File: src/rtl/spi_master_pkg.sv
// Shared constants for the SPI master and the slave-side benches.
package spi_master_pkg;
  localparam int FRAME_W = 10;
  localparam int BYTE_W  = 8;

  localparam logic [1:0] CMD_WR_ADDR = 2'b00;
  localparam logic [1:0] CMD_WR_DATA = 2'b01;
  localparam logic [1:0] CMD_RD_ADDR = 2'b10;
  localparam logic [1:0] CMD_RD_DATA = 2'b11;

  typedef logic [2:0] state_t;
  localparam state_t S_IDLE  = 3'd0;
  localparam state_t S_CMD   = 3'd1;
  localparam state_t S_SHIFT = 3'd2;
  localparam state_t S_GAP   = 3'd3;
  localparam state_t S_READ  = 3'd4;
endpackage

File: src/rtl/spi_master_if.sv
// Host handshake plus SPI pins of the master; master = the spi_master view.
interface spi_master_if;
  import spi_master_pkg::*;
  logic              start;
  logic [1:0]        cmd;
  logic [BYTE_W-1:0] wdata;
  logic              busy;
  logic              done;
  logic [BYTE_W-1:0] rd_data;
  logic              rd_valid;
  logic              ss_n;
  logic              MOSI;
  logic              MISO;

  modport master (input start, cmd, wdata, MISO,
                  output busy, done, rd_data, rd_valid, ss_n, MOSI);
  modport slave  (output start, cmd, wdata, MISO,
                  input busy, done, rd_data, rd_valid, ss_n, MOSI);
endinterface

File: src/rtl/spi_master_shifter.sv
// MSB-first 10-bit shift-out register and shift-in register for the read byte.
module spi_master_shifter
  import spi_master_pkg::*;
(
  input  logic               clk,
  input  logic               rst,
  input  logic               load_i,
  input  logic               shift_i,
  input  logic               capture_i,
  input  logic [FRAME_W-1:0] frame_i,
  input  logic               miso_i,
  output logic               sout_o,
  output logic [BYTE_W-1:0]  byte_o
);
  logic [FRAME_W-1:0] so_q;
  // Only 7 bits are stored: the 8th sample goes straight into the result byte.
  logic [BYTE_W-2:0]  si_q;

  always_ff @(posedge clk or posedge rst) begin
    if (rst) begin
      so_q <= '0;
      si_q <= '0;
    end else begin
      if (load_i)       so_q <= frame_i;
      else if (shift_i) so_q <= {so_q[FRAME_W-2:0], 1'b0};
      if (capture_i)    si_q <= {si_q[BYTE_W-3:0], miso_i};
    end
  end

  assign sout_o = so_q[FRAME_W-1];
  assign byte_o = {si_q, miso_i};
endmodule

File: src/rtl/spi_master.sv
// SPI master: sends 10-bit {cmd,wdata} frames, reads a byte back on read-data.
module spi_master
  import spi_master_pkg::*;
#(
  parameter int RD_GAP = 2
) (
  input  logic         clk,
  input  logic         rst,
  spi_master_if.master bus
);
  localparam logic [3:0] GAP_LOAD = 4'(RD_GAP - 1);

  state_t            state_q, state_d;
  logic [3:0]        cnt_q, cnt_d;
  logic              is_rd_q, is_rd_d;
  logic              done_q, done_d;
  logic              rv_q, rv_d;
  logic [BYTE_W-1:0] rdata_q, rdata_d;
  logic              load, shift, capture, sout;
  logic [BYTE_W-1:0] sbyte;

  spi_master_shifter u_shifter (
    .clk      (clk),
    .rst      (rst),
    .load_i   (load),
    .shift_i  (shift),
    .capture_i(capture),
    .frame_i  ({bus.cmd, bus.wdata}),
    .miso_i   (bus.MISO),
    .sout_o   (sout),
    .byte_o   (sbyte)
  );

  always_comb begin
    state_d = state_q;
    cnt_d   = cnt_q;
    is_rd_d = is_rd_q;
    done_d  = 1'b0;
    rv_d    = 1'b0;
    rdata_d = rdata_q;
    load    = 1'b0;
    shift   = 1'b0;
    capture = 1'b0;
    case (state_q)
      S_IDLE: if (bus.start) begin
        load    = 1'b1;
        is_rd_d = (bus.cmd == CMD_RD_DATA);
        cnt_d   = '0;
        state_d = S_CMD;
      end
      S_CMD: begin
        state_d = S_SHIFT;
        cnt_d   = 4'd10;
      end
      // frame[9] is already on the wire, so 9 shifts cover the rest; the
      // last count holds frame[0] for a second cycle.
      S_SHIFT: begin
        if (cnt_q != 4'd0) begin
          cnt_d = cnt_q - 4'd1;
          shift = (cnt_q >= 4'd2);
        end else if (is_rd_q) begin
          if (RD_GAP == 1) begin
            state_d = S_READ;
            cnt_d   = 4'd8;
          end else begin
            state_d = S_GAP;
            cnt_d   = GAP_LOAD;
          end
        end else begin
          state_d = S_IDLE;
          done_d  = 1'b1;
        end
      end
      S_GAP: begin
        if (cnt_q == 4'd1) begin
          state_d = S_READ;
          cnt_d   = 4'd8;
        end else begin
          cnt_d = cnt_q - 4'd1;
        end
      end
      S_READ: begin
        capture = 1'b1;
        if (cnt_q == 4'd1) begin
          rdata_d = sbyte;
          rv_d    = 1'b1;
          done_d  = 1'b1;
          cnt_d   = '0;
          state_d = S_IDLE;
        end else begin
          cnt_d = cnt_q - 4'd1;
        end
      end
      default: state_d = S_IDLE;
    endcase
  end

  always_ff @(posedge clk or posedge rst) begin
    if (rst) begin
      state_q <= S_IDLE;
      cnt_q   <= '0;
      is_rd_q <= 1'b0;
      done_q  <= 1'b0;
      rv_q    <= 1'b0;
      rdata_q <= '0;
    end else begin
      state_q <= state_d;
      cnt_q   <= cnt_d;
      is_rd_q <= is_rd_d;
      done_q  <= done_d;
      rv_q    <= rv_d;
      rdata_q <= rdata_d;
    end
  end

  // Pins decode from registered state so reset forces them at once.
  assign bus.ss_n     = (state_q == S_IDLE);
  assign bus.busy     = (state_q != S_IDLE);
  assign bus.MOSI     = ((state_q == S_CMD) || (state_q == S_SHIFT)) & sout;
  assign bus.done     = done_q;
  assign bus.rd_valid = rv_q;
  assign bus.rd_data  = rdata_q;
endmodule

File: src/flat_wrapper.sv
// flat-port wrapper written by rule: the top's interface ports become plain ports
module spi_master_flat import spi_master_pkg::*;
#(
  parameter int RD_GAP = 2
)
  (clk, rst, bus_start, bus_cmd, bus_wdata, bus_MISO, bus_busy, bus_done, bus_rd_data, bus_rd_valid, bus_ss_n, bus_MOSI);
  spi_master_if bus_i ();
  input  logic clk;
  input  logic rst;
  input wire logic [$bits(bus_i.start)-1:0] bus_start;
  input wire logic [$bits(bus_i.cmd)-1:0] bus_cmd;
  input wire logic [$bits(bus_i.wdata)-1:0] bus_wdata;
  input wire logic [$bits(bus_i.MISO)-1:0] bus_MISO;
  output wire logic [$bits(bus_i.busy)-1:0] bus_busy;
  output wire logic [$bits(bus_i.done)-1:0] bus_done;
  output wire logic [$bits(bus_i.rd_data)-1:0] bus_rd_data;
  output wire logic [$bits(bus_i.rd_valid)-1:0] bus_rd_valid;
  output wire logic [$bits(bus_i.ss_n)-1:0] bus_ss_n;
  output wire logic [$bits(bus_i.MOSI)-1:0] bus_MOSI;
  assign bus_i.start = bus_start;
  assign bus_i.cmd = bus_cmd;
  assign bus_i.wdata = bus_wdata;
  assign bus_i.MISO = bus_MISO;
  assign bus_busy = bus_i.busy;
  assign bus_done = bus_i.done;
  assign bus_rd_data = bus_i.rd_data;
  assign bus_rd_valid = bus_i.rd_valid;
  assign bus_ss_n = bus_i.ss_n;
  assign bus_MOSI = bus_i.MOSI;
  spi_master #(.RD_GAP(RD_GAP)) u_core (.clk(clk), .rst(rst), .bus(bus_i));
endmodule
File: config.mk
export PLATFORM = sky130hd
export DESIGN_NAME = spi_master_flat
export DESIGN_NICKNAME = d
export VERILOG_FILES = /design/src/rtl/spi_master_pkg.sv /design/src/rtl/spi_master_if.sv /design/src/rtl/spi_master_shifter.sv /design/src/rtl/spi_master.sv /design/src/flat_wrapper.sv
export SDC_FILE = /design/constraint.sdc
export NUM_CORES = 1
export LEC_CHECK = 0
export ABC_CLOCK_PERIOD_IN_PS = 2140
export CAP_MARGIN = 30
export CORE_MARGIN = 2
export CORE_UTILIZATION = 53
export CTS_CLUSTER_DIAMETER = 60
export CTS_CLUSTER_SIZE = 28
export DETAILED_ROUTE_END_ITERATION = 6
export HOLD_SLACK_MARGIN = 0.03
export PLACE_DENSITY = 0.87
export SYNTH_ARGS = -nofsm -noshare
export SYNTH_HDL_FRONTEND = slang
export SYNTH_SLANG_ARGS = --single-unit
File: constraint.sdc
create_clock -name clk -period 2.14 [get_ports clk]
set_input_delay 0.214 -clock clk [delete_from_list [all_inputs] [get_ports clk]]
set_output_delay 0.214 -clock clk [all_outputs]
set_load 0.005 [all_outputs]
* Word-level counts from Yosys, hierarchy flattened
Index checks and enable logic that the tools add are counted.
Word-level totals: register bits after elaboration 35, output and inout port bits 13
Operators by class: add/sub/neg operators 1, order comparisons 1, equality and inequality tests 11, mux-type cells 24, bitwise gates (word level) 1, reductions and logical operators 10
Operator list (count):
- 10-bit 2-to-1 mux | 2
- 4-bit 2-to-1 mux | 5
- 4-bit case mux with 5 select lines | 1
- 3-bit case mux with 5 select lines | 1
- 3-bit 2-to-1 mux | 4
- 1-bit 2-to-1 mux | 9
- 3-bit by 2-bit equality test with 1-bit output (second input constant) | 2
- 5-bit nonzero test | 1
- 4-bit by 1-bit equality test with 1-bit output (second input constant) | 1
- 4-bit by 2-bit >= comparator with 1-bit output (second input constant) | 1
- 2-bit by 1-bit inequality test with 1-bit output (second input constant) | 2
- 2-bit inequality test (second input constant) | 2
- 2-bit AND reduction | 2
- 4-bit AND reduction | 1
- 4-bit nonzero test | 1
- 4-bit by 1-bit subtractor with 4-bit output (second input constant) | 1
- 3-bit by 1-bit equality test with 1-bit output (second input constant) | 1
- 3-bit equality test (second input constant) | 1
- 3-bit logical NOT | 1
- 3-bit by 1-bit inequality test with 1-bit output (second input constant) | 1
- 3-bit AND reduction | 1
- 3-bit nonzero test | 1
- 2-bit equality test (second input constant) | 1
- 2-bit 2-to-1 mux | 1
- 4 further kinds | 4

* Logic depth before layout (Yosys ltp)
depth after elaboration 5, mapped depth 7, gate-level depth less buffers 6

* Cells and area by module
From an unflattened synthesis, not the netlist that was laid out.
Second synthesis, totals: cells, all modules 157, area total of the unflattened synthesis 1755.4 um2
By module, submodules not included:
- spi_master | instances 1, cells an instance 97, area an instance 1014.7 um2
- spi_master_shifter | instances 1, cells an instance 60, area an instance 740.7 um2

* Worst setup path before layout
Ideal clock, no wire load.
kind reg-to-reg, start register u_core.cnt_q[0], end register u_core.u_shifter.so_q[6], data arrival time 1754 ps, data required time 2067 ps, path slack 313 ps, stages on the path, launching flop included 8, path buffers 2, clock period less this slack 1827 ps, cell sequence dfrtp_1 -> inv_1 -> ha_1 -> or4_1 -> a41o_1 -> buf_6 -> buf_12 -> a21oi_2
Between the ends: cells in the longest elaborated chain, start to end 4, elaborated cells between the ends (all ways) 5, classes of those cells 1 x order compare; 2 x mux; 2 x reduce/logical
RTL lines:
- start, declared | RTL line spi_master.sv:14 | logic [3:0] cnt_q, cnt_d;
- start signal, assigned | RTL line spi_master.sv:108 | cnt_q <= cnt_d;
- 4-bit by 2-bit >= comparator with 1-bit output / 4-bit nonzero test (equally long branches) | RTL line spi_master.sv:60, spi_master.sv:58
- 1-bit 2-to-1 mux (*) | RTL line spi_master.sv:58 | if (cnt_q != 4'd0) begin
- 1-bit 2-to-1 mux (*) | RTL line spi_master.sv:44 | case (state_q)
- 2-bit nonzero test (no line) (*)
- end signal, assigned | RTL line spi_master_shifter.sv:24 | if (load_i) so_q <= frame_i;
- end signal, assigned | RTL line spi_master_shifter.sv:25 | else if (shift_i) so_q <= {so_q[FRAME_W-2:0], 1'b0};
- end, declared | RTL line spi_master_shifter.sv:15 | logic [FRAME_W-1:0] so_q;
Mark *: on every way between the ends. The rest lies on a longest branch, timed or not. A chain may end at the register's enable or synchronous reset.

* Final worst setup path
start register u_core.cnt_q[1], end register u_core.cnt_q[2]
Between the ends: cells in the longest elaborated chain, start to end 3, elaborated cells between the ends (all ways) 9, classes of those cells 1 x add/sub; 2 x eq/ne; 4 x mux; 2 x reduce/logical
RTL lines:
- 4-bit by 1-bit subtractor with 4-bit output, or another cell as far along | RTL line spi_master.sv:59, spi_master.sv:79, spi_master.sv:91
- 4-bit 2-to-1 mux, or another cell as far along | RTL line spi_master.sv:84 | if (cnt_q == 4'd1) begin
- 4-bit case mux with 5 select lines / 3-bit AND reduction (equally long branches)
Parallel ways exist; a longest one is shown, timed or not.

==> results.sh <==
export IMPL_setup_tns_final_ns=0
export IMPL_track_usage_pct=19.3
export IMPL_grt_pass1_wl_um=5920
export IMPL_worstPathCellList="inv_1 > ha_1 > or4b_4 > a221oi_4 > nand2_1 > o311ai_1"
export IMPL_cpMaxStageDelayCell="or4b_4"
export IMPL_overflow=0
export IMPL_cts_tree="built"
export IMPL_vias_per_cell=5.42
export IMPL_dp_hpwl_um=2490
export IMPL_synthCells=171
export IMPL_hold_viol=0
export IMPL_num_rows=21
export IMPL_cts_buffers=5
export IMPL_first_pass_iters=5
export IMPL_ys_ff_latch=35
export IMPL_yosysSeqAreaShare_pct=48.7
export IMPL_antenna_cells=0
export IMPL_r2r_slack_ns=0.14
export IMPL_cts_sinks=35
export IMPL_critPathArrivalTime_ns=2.23
export IMPL_syn_nets=188
export IMPL_gp_congestion=0.911
export IMPL_crit_type="reg -> reg"
export IMPL_synth_edf_count=0
export IMPL_htree_num_levels=2
export IMPL_drt_iter0_drc=70
export IMPL_timing_final_crit_share_pct=93.5
export IMPL_synthArstFlopShare_pct=100
export IMPL_antenna_found_initial=0
export IMPL_core_area_sq_mm=0.00331
export IMPL_drc=0
export IMPL_worstMarginPinSlew_ns=0.462
export IMPL_slowest_delay_ns=0.52
export IMPL_slew_violations=0
export IMPL_ys_flop_type="dfrtp_1"
export IMPL_grt_max_degree=36
export IMPL_clkTransAtPathRegs_ns=0.11
export IMPL_required_ns=2.37
export IMPL_p_leak_nw=0.957
export IMPL_fmax_ghz=0.500
export IMPL_drv_cap=0
export IMPL_outcome="completed"
export IMPL_io_pins=27
export IMPL_clockBufferDepth=2
export IMPL_vias=1334
export IMPL_dieArea_sq_mm=0.00388
export IMPL_endpoint_kind="flop"
export IMPL_fin_area_sq_mm=0.00214
export IMPL_cp_max_fo=7
export IMPL_hold_class="in -> async"
export IMPL_synth_cell_types=44
export IMPL_wl_per_cell_um=13.6
export IMPL_peakVddDrop_v=0.000850
export IMPL_port_buffers=26
export IMPL_syn2layout_area_growth_pct=19.2
export IMPL_grt_pass1_vias=1290
export IMPL_dpl_instance_area_sq_mm=0.00208
export IMPL_start_kind="flop"
export IMPL_clock_latency_ns=0.34
export IMPL_fillers=270
export IMPL_synth_area_sq_mm=0.00180
export IMPL_p_per_area_mw_per_mm2=1290
export IMPL_die_w_um=62.3
export IMPL_cts_setup_buffers=0
export IMPL_setup_viol=0
export IMPL_clock_skew_ns=0.00711
export IMPL_drive_above_1_share_pct=21.0
export IMPL_die_h_um=62.3
export IMPL_final_util_pct=64.8
export IMPL_slew_headroom_pct=69.1
export IMPL_min_period_ns=2.00
export IMPL_wirelength_um=3360
export IMPL_antenna_left=0
export IMPL_start_util_pct=54.3
export IMPL_clk_root_buffer_cell="clkbuf_4"
export IMPL_nets=216
export IMPL_total_power_mw=2.76
export IMPL_synth_area_per_cell_sq_um=10.5
export IMPL_rsz0062_at_grt="false"
export IMPL_synth_warnings=0
per-layer routing:
metal	share of wire, %	track usage (%)	vias up
li1	-	-	644
met1	43	24.6	636
met2	49	31.5	47
met3	5.9	6.16	7
met4	1.7	5.83	0
met5	0	0	-
metrics by stage:
| stage | worst slack [ns] | instances | hold WS [ns] |
|---|---|---|---|
| floorplan | 0.313 | 171 | 0.319 |
| global placement | 0.143 | 238 | 0.463 |
| detailed placement | 0.0709 | 238 | 0.467 |
| CTS | 0.0217 | 246 | 0.277 |
| global route | 0.0553 | 246 | 0.282 |
| finish | 0.139 | 246 | 0.264 |
flip-flops by register name (all words and copies together), names as in the netlist:
signal and flops:
u_core.u_shifter.so_q 10, u_core.bus.rd_data 8, u_core.u_shifter.si_q 7, u_core.cnt_q 4, u_core.state_q 3, u_core.bus.done 1, u_core.bus.rd_valid 1, u_core.is_rd_q 1
cells in the final DEF (no fill, tap or decap), types with 4 or more instances in the layout:
master / n
dfrtp_1: 33
nand2_1: 29
clkbuf_4: 5
a21oi_2: 10
o21ai_0: 5
buf_4: 4
mux2_2: 8
inv_1: 10
nor2_1: 15
clkdlybuf4s50_1: 26
mux2i_1: 8
final cells by class:
type / instances / area, sq um / area share [%]
Inverter: 10 / 37.5 / 1.75
Sequential cell: 35 / 878 / 41.0
Clock inverter: 3 / 15.0 / 0.700
Timing Repair Buffer: 30 / 290 / 13.5
Multi-Input combinational cell: 117 / 828 / 38.6
Clock buffer: 5 / 37.5 / 1.75
Tap cell: 46 / 57.6 / 2.68
repair_timing:
action,in CTS,in global routing
gates resized for setup,0,4
hold buffers,0,0
endpoints found under the setup margin,0,11
synthesized netlist by cell type, types with 2 or more instances:
cell      number  share of area (%)
or3b_1         3                1.5
nand3_1        2               0.56
mux2_2         8                5.0
nor2_1        15                3.1
mux2i_1        8                4.5
o21ai_0        5                1.4
nand3b_1       2               0.83
a21oi_1        2               0.56
buf_6          2                1.3
a21oi_2       10                4.9
nor2b_1        3                1.0
inv_1         10                2.1
nand2_1       29                6.0
buf_2          3               0.83
ha_1           3                2.1
nor3_1         2               0.56
o22ai_1        2               0.70
buf_1          2               0.42
dfrtp_1       35                 49
report_power, final:
part	internal [mW]	switching [mW]	total [mW]
logic	0.625	0.686	1.31
clock network	0.122	0.217	0.339
registers	0.870	0.242	1.11
worst max-delay path, delay by kind of cell (launching register included):
family                   cells  cell delay [ns]
AO/OA/AOI/OAI                2             0.49
buffers and inverters        1             0.11
adder cells (fa/ha/maj)      1             0.21
AND/OR/NAND/NOR              2             0.63
flip-flops                   1             0.46
final timing paths:
path / start / cells after the start / to
max in group asynchronous: rst / 3 / u_core.state_q[1]
worst min register to register: u_core.u_shifter.si_q[1] / 2 / u_core.u_shifter.si_q[2]
worst min-delay path: rst / 3 / u_core.u_shifter.si_q[6]
min in group clk: bus_wdata[0] / 3 / u_core.u_shifter.so_q[0]
worst max register to register: u_core.cnt_q[1] / 6 / u_core.cnt_q[2]
worst max-delay path: u_core.cnt_q[1] / 6 / u_core.cnt_q[2]
cell families (layout without fill, tap and decap cells):
| family | after synthesis | after routing | synth area share (%) |
|---|---|---|---|
| XOR/XNOR | 1 | 1 | 0.487 |
| multiplexers | 16 | 16 | 9.46 |
| flip-flops | 35 | 35 | 48.7 |
| AO/OA/AOI/OAI | 30 | 30 | 13.2 |
| AND/OR/NAND/NOR | 67 | 67 | 20.1 |
| adder cells (fa/ha/maj) | 3 | 3 | 2.09 |
| buffers and inverters | 19 | 48 | 5.98 |
Note: power is estimated with default switching activity, not from simulation.
